File: config.mk
export PLATFORM = sky130hd
export DESIGN_NAME = key_switch_debounce
export DESIGN_NICKNAME = d
export VERILOG_FILES = /design/src/rtl/deca_io_pkg.sv /design/src/rtl/debounce_chan.sv /design/src/rtl/key_switch_debounce.sv
export SDC_FILE = /design/constraint.sdc
export NUM_CORES = 1
export LEC_CHECK = 0
export ABC_AREA = 1
export CORE_UTILIZATION = 45
export DETAILED_ROUTE_END_ITERATION = 7
export PLACE_DENSITY_LB_ADDON = 0.3
export RECOVER_POWER = 100
export REMOVE_ABC_BUFFERS = 1
export SYNTH_ARGS = -nofsm -noshare
export SYNTH_HDL_FRONTEND = slang
export SYNTH_HIERARCHICAL = 1
export SYNTH_SLANG_ARGS = --single-unit
File: constraint.sdc
create_clock -name clk -period 4.2 [get_ports clk]
set_input_delay 0.42 -clock clk [delete_from_list [all_inputs] [get_ports clk]]
set_output_delay 0.42 -clock clk [all_outputs]
set_load 0.005 [all_outputs]
File: src/rtl/deca_io_pkg.sv
// Shared constants and helpers for the DECA board I/O conditioning blocks.
// Channel layout of the button/switch vector and counter sizing.
package deca_io_pkg;

    localparam int KEY_LSB = 0;
    localparam int SW_LSB  = 2;
    localparam int N_KEY   = 2;
    localparam int N_SW    = 2;

    // Counter width able to hold 0..cycles-1, never narrower than one bit.
    function automatic int clog2_min1(input int cycles);
        int w;
        w = $clog2(cycles);
        return (w < 1) ? 1 : w;
    endfunction

endpackage

File: src/rtl/debounce_chan.sv
// One input channel: polarity fix, 2-flop synchroniser, stability counter,
// debounced level and one-cycle rise/fall pulses.
module debounce_chan
    import deca_io_pkg::*;
#(
    parameter int DEBOUNCE_CYCLES = 500000,
    parameter bit INVERT          = 1'b1
) (
    input  logic clk,
    input  logic reset,
    input  logic raw,
    output logic level,
    output logic rise,
    output logic fall,
    output logic accept
);

    localparam int CW = clog2_min1(DEBOUNCE_CYCLES);
    localparam logic [CW-1:0] TERM_CNT = CW'(DEBOUNCE_CYCLES - 1);

    logic          sync1_reg,  sync1_next;
    logic          sync2_reg,  sync2_next;
    logic          stable_reg, stable_next;
    logic [CW-1:0] cnt_reg,    cnt_next;
    logic          rise_reg,   rise_next;
    logic          fall_reg,   fall_next;

    always_ff @(posedge clk) begin
        if (reset) begin
            sync1_reg  <= 1'b0;
            sync2_reg  <= 1'b0;
            stable_reg <= 1'b0;
            cnt_reg    <= '0;
            rise_reg   <= 1'b0;
            fall_reg   <= 1'b0;
        end else begin
            sync1_reg  <= sync1_next;
            sync2_reg  <= sync2_next;
            stable_reg <= stable_next;
            cnt_reg    <= cnt_next;
            rise_reg   <= rise_next;
            fall_reg   <= fall_next;
        end
    end

    always_comb begin
        sync1_next  = raw ^ INVERT;
        sync2_next  = sync1_reg;
        stable_next = stable_reg;
        cnt_next    = cnt_reg;
        rise_next   = 1'b0;
        fall_next   = 1'b0;
        accept      = 1'b0;
        // Any re-match with the accepted level throws away the partial count.
        if (sync2_reg == stable_reg) begin
            cnt_next = '0;
        end else if (cnt_reg == TERM_CNT) begin
            stable_next = sync2_reg;
            cnt_next    = '0;
            rise_next   = sync2_reg;
            fall_next   = ~sync2_reg;
            accept      = 1'b1;
        end else begin
            cnt_next = cnt_reg + CW'(1);
        end
    end

    assign level = stable_reg;
    assign rise  = rise_reg;
    assign fall  = fall_reg;

endmodule

File: src/rtl/key_switch_debounce.sv
// Debounces the DECA KEY/SW pins into clean levels, edge pulses and sticky
// per-channel event flags for the button/switch PIOs.
module key_switch_debounce
    import deca_io_pkg::*;
#(
    parameter int              N_IN            = 4,
    parameter int              DEBOUNCE_CYCLES = 500000,
    parameter logic [N_IN-1:0] INVERT_MASK     = {N_IN{1'b1}}
) (
    input  logic            clk,
    input  logic            reset,
    input  logic [N_IN-1:0] raw_in,
    output logic [N_IN-1:0] level_out,
    output logic [N_IN-1:0] rise_pulse,
    output logic [N_IN-1:0] fall_pulse,
    output logic [N_IN-1:0] event_pending,
    input  logic [N_IN-1:0] event_clr
);

    logic [N_IN-1:0] accept;
    logic [N_IN-1:0] event_pending_reg, event_pending_next;

    generate
        for (genvar gi = 0; gi < N_IN; gi++) begin : g_chan
            debounce_chan #(
                .DEBOUNCE_CYCLES (DEBOUNCE_CYCLES),
                .INVERT          (INVERT_MASK[gi])
            ) u_chan (
                .clk    (clk),
                .reset  (reset),
                .raw    (raw_in[gi]),
                .level  (level_out[gi]),
                .rise   (rise_pulse[gi]),
                .fall   (fall_pulse[gi]),
                .accept (accept[gi])
            );
        end
    endgenerate

    // A new accepted edge outranks a clear landing in the same cycle.
    always_comb begin
        event_pending_next = (event_pending_reg & ~event_clr) | accept;
    end

    always_ff @(posedge clk) begin
        if (reset) begin
            event_pending_reg <= '0;
        end else begin
            event_pending_reg <= event_pending_next;
        end
    end

    assign event_pending = event_pending_reg;

endmodule

==> results.yml, run 1 <==
status:
  status: "finished, final reports clean"
worst_setup_path:
  crit_top_cell: "nor2_1"
  crit_slowest_cell: "dlygate4sd3_1"
  cp_slowest_stage_delay_ns: 0.80
  endpoint_kind: "flop"
  setup.worst_path.class: "in2reg"
  cp-start-kind: "input port"
  arrival_ns: 2.61
  critPathBufInv: 3
  crit_fanout: 20
  cp_data_required_time_ns: 4.48
  critical-path-top-delay-family: "buffers and inverters"
  path_cells: "dlygate4sd3_1, nor2_1, inv_1, nor2_1, clkinvlp_2, nor2_1"
floorplanning:
  die_w_um: 104.7
  rows: 37
  die_area_um2: 10960
  start_util_pct: 46.17
  pin_count: 26
  die_y_um: 104.7
  core_um2: 10280
clock_tree:
  postCtsSetupBuffers: 0
  ctsRootBufferMaster: "clkbuf_8"
  cts_buffers: 9
  cts_tree: "yes"
  cts_sinks: 100
  insertion_delay_ns: 0.36
  htreeDepth: 3
  clk_pin_slew_ns: 0.09
  ctsHoldBuffers: 0
  post_cts_resized: 0
  cts.path.max_buffers: 2
routing:
  firstDrtPassIters: 4
  ant_nets: 0
  drt_iter0_markers: 113
  wire_per_inst_um: 10.07
  routed_wl_um: 8673
  vias: 3875
  drc: 0
  viasPerCell: 4.501
synthesis:
  synth-seq-cells: 100
  postSynthAreaPerCell_um2: 6.896
  ys_seq_area_share_pct: 42.19
  ys_types: 19
  ys.warnings.count: 6
  netlist_area_um2: 4745
  synthCells: 688
job:
  maxCapViolations: 0
timing:
  fin_ws_ns: 1.870
  clock_skew_ns: 0.006943
  rsz0062_at_grt: "no"
  holdWs_ns: 0.4097
  period_minus_slack_ns: 2.330
  worstMarginPinSlew_ns: 0.7167
  slew_headroom_pct: 52.06
  maxSlewViolCount: 0
  fmax_mhz: 429.2
  layout_worst_path_cycle_share_pct: 55.47
  tns_ns: 0
  setup_viol: 0
  hold_viol: 0
pwr:
  vdd_drop_max_uv: 155.7
  power_frac_comb_pct: 1.9
  power.internal_mw: 1.183
  clkPwrFrac_pct: 36.1
  pwr_density_cell_nw_per_um2: 294.5
  power_switching_mw: 0.3546
  swShare_pct: 23.07
  p_leak_nw: 1.873
  seq_power_share_pct: 62.1
grt:
  grtUsageTotal_pct: 17.29
  grt_pass1_vias: 3729
  antenna_found_initial: 0
  grt_pass1_wl_um: 15540
  grt_remaining_overflow: 0
  grt_max_degree: 21
finish:
  nets: 734
  drive_gt1_share_pct: 4.414
  nFillCells: 1082
  syn_to_final_growth_pct: 10.02
  final_util_pct: 50.79
  largest_register_ffs: 76
  diodes: 0
  multi_input_area_um2: 2197
  seq_area_um2: 2002
placement:
  dp_worst_setup_slack_ns: 2.129
  port_buffers: 25
  routabilityCongestion: 0.8937
  hpwl_um: 6631
hold_path:
  hold_class: "reg2reg"
-- cell usage in the layout, fill, tap and decap left out, types with 6 or more instances in the layout --
cell / count
nor2_1: 188
nand2_1: 168
inv_1: 106
dfxtp_1: 100
xor2_1: 40
nand3_1: 22
dlygate4sd3_1: 17
xnor2_1: 12
clkbuf_8: 9
o21ai_0: 8
nand4_1: 8
clkdlybuf4s50_1: 8
nand3_2: 6
-- Yosys cell counts (all sizes together) --
cell | count | share of area [%]
inv | 112 | 9.1
o21ai | 8 | 0.84
o21bai | 4 | 0.63
xnor2 | 12 | 2.2
nor3 | 4 | 0.42
nor2 | 192 | 17
ha | 4 | 1.1
xor2 | 40 | 7.4
buf | 4 | 0.95
nand3 | 28 | 3.8
a21oi | 4 | 0.42
dfxtp | 100 | 42
nand2 | 168 | 13
nand4 | 8 | 1.1
-- cells by family after synthesis --
logic type / after synthesis / share of synthesized area, %
AO/OA/AOI/OAI: 16 / 1.899
XOR/XNOR: 52 / 9.599
adder cells (fa/ha/maj): 4 / 1.055
buffers and inverters: 116 / 10.02
flip-flops: 100 / 42.19
AND/OR/NAND/NOR: 400 / 35.23
-- path summary, 6_finish.rpt --
kind | from | endpoint | slack (ns) | cells after the start
max | reset | g_chan[3].u_chan/cnt_reg[9]$_SDFF_PP0_ | 1.87 | 6
min | g_chan[0].u_chan/sync1_reg$_SDFF_PP0_ | g_chan[0].u_chan/sync2_reg$_SDFF_PP0_ | 0.41 | 2
max reg2reg | g_chan[3].u_chan/cnt_reg[0]$_SDFF_PP0_ | g_chan[3].u_chan/cnt_reg[9]$_SDFF_PP0_ | 2.07 | 8
min reg2reg | g_chan[0].u_chan/sync1_reg$_SDFF_PP0_ | g_chan[0].u_chan/sync2_reg$_SDFF_PP0_ | 0.41 | 2
-- routing by layer --
layer	up-vias	global-route usage [%]	share of wire [%]	wire length (um)
met5	-	0	0	0
met4	0	5.734	1.0	87
met3	8	3.369	3.1	268
met2	47	30.23	47	4067
met1	1727	21.22	49	4251
li1	2093	-	-	-
-- stage by stage --
step	instances	total power [mW]	cell area [um2]
2_1_floorplan	684	0.9918	4700
6_report	861	1.537	5220
3_5_place_dp	845	1.007	5120
3_3_place_gp	845	1.006	5120
5_1_grt	861	1.600	5220
4_1_cts	861	1.567	5295
-- power by group through the flow --
| stage | Combinational (mW) | Sequential [mW] | Clock, mW |
|---|---|---|---|
| global placement | 0.0300 | 0.976 | 0 |
| CTS | 0.0307 | 0.955 | 0.581 |
| finish | 0.0286 | 0.954 | 0.554 |
| detailed placement | 0.0306 | 0.977 | 0 |
| floorplan | 0.0157 | 0.976 | 0 |
| global route | 0.0324 | 0.955 | 0.612 |
-- final cells by class --
class	instances	area share, %
clock buffers	9	2.373
clock inverters	7	0.9827
inverters	112	8.150
multi-input cells	472	42.09
flip-flops and latches	100	38.35
well taps	136	3.260
repair buffers	25	4.794
-- tightest hold or removal path, stage by stage (launching register included) --
cell	delay (ns)
dfxtp_1	0.31
inv_1	0.04
nor2_1	0.03
No activity file was read; power rests on OpenSTA's default activity.
==> inputs of run 2 (changes only) <==
==> constraint.sdc (replaced) <==
create_clock -name clk -period 2.4 [get_ports clk]
set_input_delay 0.24 -clock clk [delete_from_list [all_inputs] [get_ports clk]]
set_output_delay 0.24 -clock clk [all_outputs]
set_load 0.005 [all_outputs]
==> results.yml, run 2 (synthesis gave the netlist of run 1 again) <==
status:
  status: "finished, final reports clean"
floorplanning:
  die_y_um: 104.7
  start_util_pct: 46.17
  core_um2: 10280
  die_area_um2: 10960
  die_w_um: 104.7
  pin_count: 26
  rows: 37
pwr:
  vdd_drop_max_uv: 330.9
  pwr_density_cell_nw_per_um2: 526.4
  clkPwrFrac_pct: 37.4
  seq_power_share_pct: 60.8
  swShare_pct: 21.00
  power_switching_mw: 0.5770
  power_frac_comb_pct: 1.8
  power.internal_mw: 2.170
  p_leak_nw: 1.887
worst_setup_path:
  reg2regPathDepth: 8
  rr_endpoint: "g_chan[3].u_chan/cnt_reg[1]$_SDFF_PP0_"
  arrival_ns: 1.96
  cp_slowest_stage_delay_ns: 0.37
  reg2reg_setup_slack_ns: 0.68
  r2r-start: "g_chan[3].u_chan/cnt_reg[0]$_SDFF_PP0_"
  path_cells: "ha_1, nand3_1, inv_1, nand3_1, nor2_1, nor2_1, inv_4, nor2_1"
  critical-path-top-delay-family: "simple AND/OR/NAND/NOR gates"
  crit_top_cell: "nor2_1"
  cp_data_required_time_ns: 2.64
  critPathBufInv: 2
  setup.worst_path.class: "reg2reg"
  endpoint_kind: "flop"
  crit_fanout: 15
  cp-start-kind: "flop"
  crit_slowest_cell: "dfxtp_1"
routing:
  drt_iter0_markers: 153
  routed_wl_um: 8750
  firstDrtPassIters: 5
  drc: 0
  vias: 3874
  viasPerCell: 4.494
  wire_per_inst_um: 10.15
  ant_nets: 0
finish:
  nFillCells: 1029
  nets: 735
  largest_register_ffs: 76
  final_common_cell: "nor2_1"
  syn_to_final_growth_pct: 9.995
  drive_gt1_share_pct: 3.168
  diodes: 0
  final_cell_mix: "nor2_1, nand2_1, inv_1"
clock_tree:
  clk_pin_slew_ns: 0.09
  cts_buffers: 9
  cts.path.max_buffers: 2
  postCtsSetupBuffers: 0
  post_cts_resized: 0
  htreeDepth: 3
  cts_tree: "yes"
  insertion_delay_ns: 0.35
  ctsRootBufferMaster: "clkbuf_8"
  ctsHoldBuffers: 0
  cts_sinks: 100
hold_path:
  hold_end: "g_chan[2].u_chan/sync1_reg$_SDFF_PP0_"
  hold_depth: 2
  hold_class: "in2reg"
  worstHoldStart: "raw_in[2]"
timing:
  period_minus_slack_ns: 1.724
  setup_viol: 0
  worstMarginPinSlew_ns: 0.5068
  tns_ns: 0
  holdWs_ns: 0.3965
  hold_viol: 0
  fmax_mhz: 580.1
  slew_headroom_pct: 66.22
  maxSlewViolCount: 0
  clock_skew_ns: 0.01313
  layout_worst_path_cycle_share_pct: 71.83
  rsz0062_at_grt: "no"
grt:
  grt_max_degree: 16
  antenna_found_initial: 0
  grt_pass1_wl_um: 15730
  grt_pass1_vias: 3692
  grt_remaining_overflow: 0
  grtUsageTotal_pct: 17.33
placement:
  port_buffers: 25
  hpwl_um: 6660
  routabilityCongestion: 0.8561
job:
  maxCapViolations: 0
[run 2: layout make-up]
class / count / area (um2) / area share [%]
multi-input cells: 472 / 2177 / 41.72
flip-flops and latches: 100 / 2002 / 38.36
inverters: 112 / 430.4 / 8.247
repair buffers: 26 / 254.0 / 4.867
well taps: 136 / 170.2 / 3.261
clock buffers: 12 / 135.1 / 2.589
clock inverters: 4 / 50.05 / 0.9590
[run 2: power groups by stage]
| stage | registers (mW) | logic, mW | clock network, mW |
|---|---|---|---|
| after floorplan | 1.71 | 0.0274 | 0 |
| after global placement | 1.71 | 0.0533 | 0 |
| after detailed placement | 1.71 | 0.0540 | 0 |
| after CTS | 1.67 | 0.0542 | 1.06 |
| after global routing | 1.67 | 0.0570 | 1.13 |
| final | 1.67 | 0.0504 | 1.03 |
[run 2: routing by layer]
metal / vias up / global-route usage, % / routed length, um
li1: 2099 / - / -
met3: 9 / 3.057 / 220
met1: 1719 / 22.67 / 4369
met4: 0 / 6.338 / 119
met5: - / 0 / 0
met2: 47 / 28.57 / 4041
[run 2: per-stage QoR]
step           worst slack, ns  power (mW)  instances  cell area [um2]  utilization (%)
6_report                0.6761       2.747        862             5219            50.78
3_3_place_gp            0.8255       1.762        846             5127            49.89
2_1_floorplan            1.086       1.736        684             4700                -
4_1_cts                 0.8247       2.789        862             5313            51.69
5_1_grt                 0.4610       2.856        862             5219            50.78
3_5_place_dp            0.7819       1.764        846             5127            49.89
[run 2: worst max path at each step]
stage	startpoint	end	slack [ns]	cells after the start
2_1_floorplan	g_chan[0].u_chan/cnt_reg[0]$_SDFF_PP0_	g_chan[0].u_chan/cnt_reg[18]$_SDFF_PP0_	1.09	8
3_3_place_gp	reset	g_chan[3].u_chan/cnt_reg[18]$_SDFF_PP0_	0.83	6
3_5_place_dp	reset	g_chan[1].u_chan/cnt_reg[12]$_SDFF_PP0_	0.78	6
4_1_cts	g_chan[1].u_chan/cnt_reg[0]$_SDFF_PP0_	g_chan[1].u_chan/cnt_reg[18]$_SDFF_PP0_	0.82	8
5_1_grt	g_chan[2].u_chan/cnt_reg[0]$_SDFF_PP0_	g_chan[2].u_chan/cnt_reg[12]$_SDFF_PP0_	0.46	8
6_report	g_chan[3].u_chan/cnt_reg[0]$_SDFF_PP0_	g_chan[3].u_chan/cnt_reg[1]$_SDFF_PP0_	0.68	8
[run 2: worst register-to-register path, stage by stage (launching register included)]
cell and delay, ns:
dfxtp_1 0.37, ha_1 0.19, nand3_1 0.14, inv_1 0.13, nand3_1 0.10, nor2_1 0.26, nor2_1 0.18, inv_4 0.18
nor2_1 0.07
==> RTL change 1: new RTL, config.mk and constraints of run 2 <==
`DEBOUNCE_CYCLES` is set to 500000 in 2 places; all go to 1000000.
--- a/src/rtl/debounce_chan.sv
+++ b/src/rtl/debounce_chan.sv
@@ -3,7 +3,7 @@
 module debounce_chan
     import deca_io_pkg::*;
 #(
-    parameter int DEBOUNCE_CYCLES = 500000,
+    parameter int DEBOUNCE_CYCLES = 1000000,
     parameter bit INVERT          = 1'b1
 ) (
     input  logic clk,
--- a/src/rtl/key_switch_debounce.sv
+++ b/src/rtl/key_switch_debounce.sv
@@ -4,7 +4,7 @@
     import deca_io_pkg::*;
 #(
     parameter int              N_IN            = 4,
-    parameter int              DEBOUNCE_CYCLES = 500000,
+    parameter int              DEBOUNCE_CYCLES = 1000000,
     parameter logic [N_IN-1:0] INVERT_MASK     = {N_IN{1'b1}}
 ) (
     input  logic            clk,
Check against the original RTL: same outputs for any inputs over 10 cycles, from zero or initial values and one cycle with reset high; that may be too few to reach the edited logic, so the function may still have changed.
==> RTL change 1 against run 2 <==
Cell count rose by 2.4%. Power rose by 15%. Wire length grew 15%. Final area rose by 8.4%. First-iteration DRC count did not move. Combinational power up 5.8%. Setup slack got worse by 0.081 ns. Sequential cell count is 4 higher. Synthesized area rose by 9.6%. Non-clock buffer count grew 1. Synthesized cell count is 2.3% higher.
==> RTL change 1: results (changes against run 2) <==
| Metric | Value |
|---|---|
| Status | `complete, no violations` |
| Post-CTS Setup Bufs | `0 (unchanged)` |
| DR iter-0 viols | `153 (unchanged)` |
| Crit path max fanout | `17 (+2)` |
| DP Cell Count | `867 (+2.5%)` |
| Top cells by area, synth | `dfxtp_1 (40%), nand2_1 (9.8%), nor2_2 (9.6%)` |
| Post-DP HPWL | `7570 um (+14%)` |
| Slew Viols, Final | `0 (unchanged)` |
| Clock root cell | `clkbuf_16` |
| Largest net degree at the start of global routing | `18 (+2)` |
| CTS Buf Count | `9 (unchanged)` |
| Routability congestion estimate | `0.878 (+2.6%)` |
| R2R depth | `6 (-2)` |
| Hold Path Origin | `g_chan[0].u_chan/sync1_reg$_SDFF_PP0_` |
| N_diodes | `0 (unchanged)` |
| Area after DPL | `5560 sq um (+8.4%)` |
| Vias after detailed routing | `4,359 (+13%)` |
| Fill cell count | `1,109 (+7.8%)` |
| Peak VDD IR | `435 uV (+31%)` |
| Post-synth top cells | `nand2_1 (136), dfxtp_1 (104), nor2_1 (100)` |
| Main synth FF type | `dfxtp_1` |
| Hold Path Cell Cnt | `2 (unchanged)` |
| Clk_lat worst skew | `0.33 ns (-0.02 ns)` |
| # resized after CTS | `0 (unchanged)` |
| Number of flip-flops under the largest register name | `80 (+5.3%)` |
| Distinct cells, synth | `23 (+4)` |
| Reg-to-reg critical path endpoint | `g_chan[3].u_chan/cnt_reg[9]$_SDFF_PP0_` |
| Yosys warns | `6 (unchanged)` |
| Area occupied by multi-input gates | `2570 sq um (+18%)` |
| Rel. slew slack | `0.664 (+0.00193)` |
| Critical path arrival | `2.03 ns (+0.07 ns)` |
| # DRC | `0 (unchanged)` |
| Hold WS | `0.408 ns (+0.0118 ns)` |
| Synth Instances | `704 (+2.3%)` |
| Layout Cells excl Fill | `883 (+2.4%)` |
| Min-delay worst type | `reg -> reg` |
| Synth async-reset ratio | `0 (unchanged)` |
| Pleak | `1.80 nW (-4.6%)` |
| Fraction of the cycle the final worst path needs | `0.752 (+0.0337)` |
| GRT Resource Usage Total | `0.183 (+0.00943)` |
| Detailed Route WL | `10,100 um (+15%)` |
| Number of global-route vias before repair | `3,999 (+8.3%)` |
| Final Skew | `0.0110 ns (-0.00211 ns)` |
| Drt pass-1 iters | `4 (-1)` |
| Worst r2r src | `g_chan[3].u_chan/cnt_reg[0]$_SDFF_PP0_` |
| Sequential-to-total area share from yosys stat | `0.400 (-0.0216)` |
| Initial antenna violation count | `0 (unchanged)` |
| Worst setup path category | `reg -> reg` |
| R2R Setup Slk | `0.60 ns (-0.08 ns)` |
| # H-tree levels | `3 (unchanged)` |
| Hold EP | `g_chan[0].u_chan/sync2_reg$_SDFF_PP0_` |
| First-pass GRT wire length | `17,400 um (+11%)` |
| Final net count | `752 (+2.3%)` |
| Clk slew on worst S/H paths | `0.07 ns (-0.02 ns)` |
| Setup WS pre-CTS | `0.570 ns (-0.212 ns)` |
| Port Buffer Count | `25 (unchanged)` |
| Max Root-Sink Buffers | `2 (unchanged)` |
| Layout cells sized above 1 | `0.127 (+0.0948)` |
[RTL change 1: cell types whose count changed after synthesis, moves of 12 or more]
cell,change
a21oi_1,+36
inv_1,-36
nand2_1,-32
nand3_1,+32
nor2_1,-80
nor2_2,+76
or2_0,+12
xnor2_1,+16
xor2_1,-36
[RTL change 1: cells by family (layout without fill, tap and decap cells)]
group	Yosys count	after routing	share of synthesized area
flops	104	104	0.400
compound gates	44	44	0.0443
fa+ha+maj	4	4	0.00963
simple gates	436	436	0.419
xor+xnor	32	32	0.0539
buf+inv	84	123	0.0731
[RTL change 1: final cells by class]
class | count | area share
multi-input combinational | 516 | 0.454
sequential | 104 | 0.368
inverter | 80 | 0.0531
timing repair buffer | 27 | 0.0456
clock buffer | 11 | 0.0429
tap | 140 | 0.0310
clock inverter | 5 | 0.00553
[RTL change 1: layer usage]
layer,track usage,vias up,wire (um)
met5,0,-,0
met4,0.0590,0,115
met3,0.0243,9,356
met2,0.312,70,4790
met1,0.238,2013,4810
li1,-,2267,-
[RTL change 1: report_power, final]
| group | switching [mW] | total (mW) | internal [mW] | leakage, nW |
|---|---|---|---|---|
| Clock | 0.628 | 1.36 | 0.731 | 0.136 |
| Combinational | 0.0306 | 0.0533 | 0.0227 | 0.826 |
| Sequential | 0.00475 | 1.74 | 1.73 | 0.839 |
[RTL change 1: critical path, stage by stage (launching register included)]
cell and delay (ns):
dfxtp_1 0.39, ha_1 0.23, nand3_2 0.11, nor2_1 0.29, nand3_1 0.29, nand2_4 0.30, nor2_1 0.08
==> RTL change 2: new RTL, flow settings as in run 2 <==
Without the edit above. Register the inputs `raw_in` and `event_clr` before use, cleared by the reset. The logic sees them one clock later.
--- a/src/rtl/key_switch_debounce.sv
+++ b/src/rtl/key_switch_debounce.sv
@@ -17,6 +17,19 @@
     input  logic [N_IN-1:0] event_clr
 );
 
+    logic [N_IN-1:0] raw_q;
+    logic [N_IN-1:0] event_clr_q;
+
+    always_ff @(posedge clk) begin
+        if (reset) begin
+            raw_q       <= '0;
+            event_clr_q <= '0;
+        end else begin
+            raw_q       <= raw_in;
+            event_clr_q <= event_clr;
+        end
+    end
+
     logic [N_IN-1:0] accept;
     logic [N_IN-1:0] event_pending_reg, event_pending_next;
 
@@ -28,7 +41,7 @@
             ) u_chan (
                 .clk    (clk),
                 .reset  (reset),
-                .raw    (raw_in[gi]),
+                .raw    (raw_q[gi]),
                 .level  (level_out[gi]),
                 .rise   (rise_pulse[gi]),
                 .fall   (fall_pulse[gi]),
@@ -39,7 +52,7 @@
 
     // A new accepted edge outranks a clear landing in the same cycle.
     always_comb begin
-        event_pending_next = (event_pending_reg & ~event_clr) | accept;
+        event_pending_next = (event_pending_reg & ~event_clr_q) | accept;
     end
 
     always_ff @(posedge clk) begin
Formal check against the unedited RTL: same outputs for any inputs over 10 cycles, from zero or initial values and one cycle with reset high; that may be too few to reach the edited logic, so the function may still have changed.
==> RTL change 2 against run 2 <==
Power up 8.4%. Worst hold slack worse by 0.035 ns. Setup slack worse by 0.0059 ns. Synthesized area up 5.0%. Via count up 4.7%. Critical path depth unchanged. Critical path type unchanged. Wire length up 0.64%. Final area up 4.7%. Sequential share of layout area up 1.2 points. Sequential cell count up 8.
==> RTL change 2: results (changes against run 2) <==
| Metric | Value |
|---|---|
| Peak VDD IR | `405 uV (+22%)` |
| Met3 routed WL | `325 um (+48%)` |
| Clk power | `1.09 mW (+6%)` |
| Drt pass-1 iters | `4 (-1)` |
| Post-synth top cells | `nor2_1 (188), nand2_1 (168), inv_1 (112)` |
| Routed length on met1 | `4350 um (-0.39%)` |
| Setup WS pre-CTS | `0.679 ns (-0.103 ns)` |
| DP Cell Count | `875 (+3.4%)` |
| Largest net degree at the start of global routing | `22 (+6)` |
| Combinational share of power | `0.022 (+0.004)` |
| Sequential-to-total area share from yosys stat | `0.434 (+0.0119)` |
| Drt via density | `4.55 (+1.3%)` |
| Status | `complete, no violations` |
| Clk slew on worst S/H paths | `0.11 ns (+0.02 ns)` |
| Synth Instances | `713 (+3.6%)` |
| Pleak | `2.03 nW (+7.7%)` |
| DR iter-0 viols | `247 (+61%)` |
| Final net count | `760 (+3.4%)` |
| Distinct cells, synth | `20 (+1)` |
| Area Growth Syn to Fin | `9.64%` |
| Measured slew at the worst slew-check pin | `0.488 ns (-0.0188 ns)` |
| Area after DPL | `5370 sq um (+4.7%)` |
| Top cells by area, synth | `dfxtp_1 (43%), nor2_1 (14%), nand2_1 (13%)` |
| GRT Resource Usage Total | `0.172 (-0.00176)` |
| Switching pwr | `0.728 mW (+26%)` |
| Clk_lat worst skew | `0.38 ns (+0.03 ns)` |
| Routed len/inst | `9.88 um (-2.6%)` |
| Post-DP HPWL | `6610 um (-0.80%)` |
| Final Skew | `0.0137 ns (+0.000601 ns)` |
| Fill cell count | `1,058 (+2.8%)` |
| Met2 Usage GRT | `0.282 (-0.00415)` |
[RTL change 2: changes by cell type in the layout (fill, tap and decap cells not counted), moves of 2 or more]
cell	delta
dfxtp_1	+8
inv_1	+8
nor2_1	+8
inv_6	+3
clkbuf_1	-2
clkinv_8	+2
[RTL change 2: cell families (layout without fill, tap and decap cells)]
family,after synthesis,in the layout,share of synthesized area
and+or+nand+nor,408,408,0.341
buffers and inverters,125,163,0.104
AOI/OAI and AO/OA,16,16,0.0196
xor gates and xnor gates,52,52,0.0914
DFF,108,108,0.434
adders and majority gates,4,4,0.0100
[RTL change 2: worst paths after layout]
path	start	endpoint	slack, ns	depth (start not counted)
max	g_chan[3].u_chan/cnt_reg[0]$_SDFF_PP0_	g_chan[3].u_chan/cnt_reg[18]$_SDFF_PP0_	0.67	8
min	raw_in[1]	raw_q[1]$_SDFF_PP0_	0.36	3
max reg2reg	g_chan[3].u_chan/cnt_reg[0]$_SDFF_PP0_	g_chan[3].u_chan/cnt_reg[18]$_SDFF_PP0_	0.67	8
min reg2reg	raw_q[2]$_SDFF_PP0_	g_chan[2].u_chan/sync1_reg$_SDFF_PP0_	0.38	1
[RTL change 2: cell type report]
| type | instances | share of cell area |
|---|---|---|
| Clock buffer | 9 | 0.0227 |
| Clock inverter | 7 | 0.0142 |
| Inverter | 120 | 0.0843 |
| Multi-Input combinational cell | 480 | 0.404 |
| Sequential cell | 108 | 0.396 |
| Tap cell | 140 | 0.0321 |
| Timing Repair Buffer | 27 | 0.0472 |
[RTL change 2: worst min-delay path: stages]
cell and delay (ns):
clkdlybuf4s50_1 0.39, inv_1 0.05, nor2_1 0.03
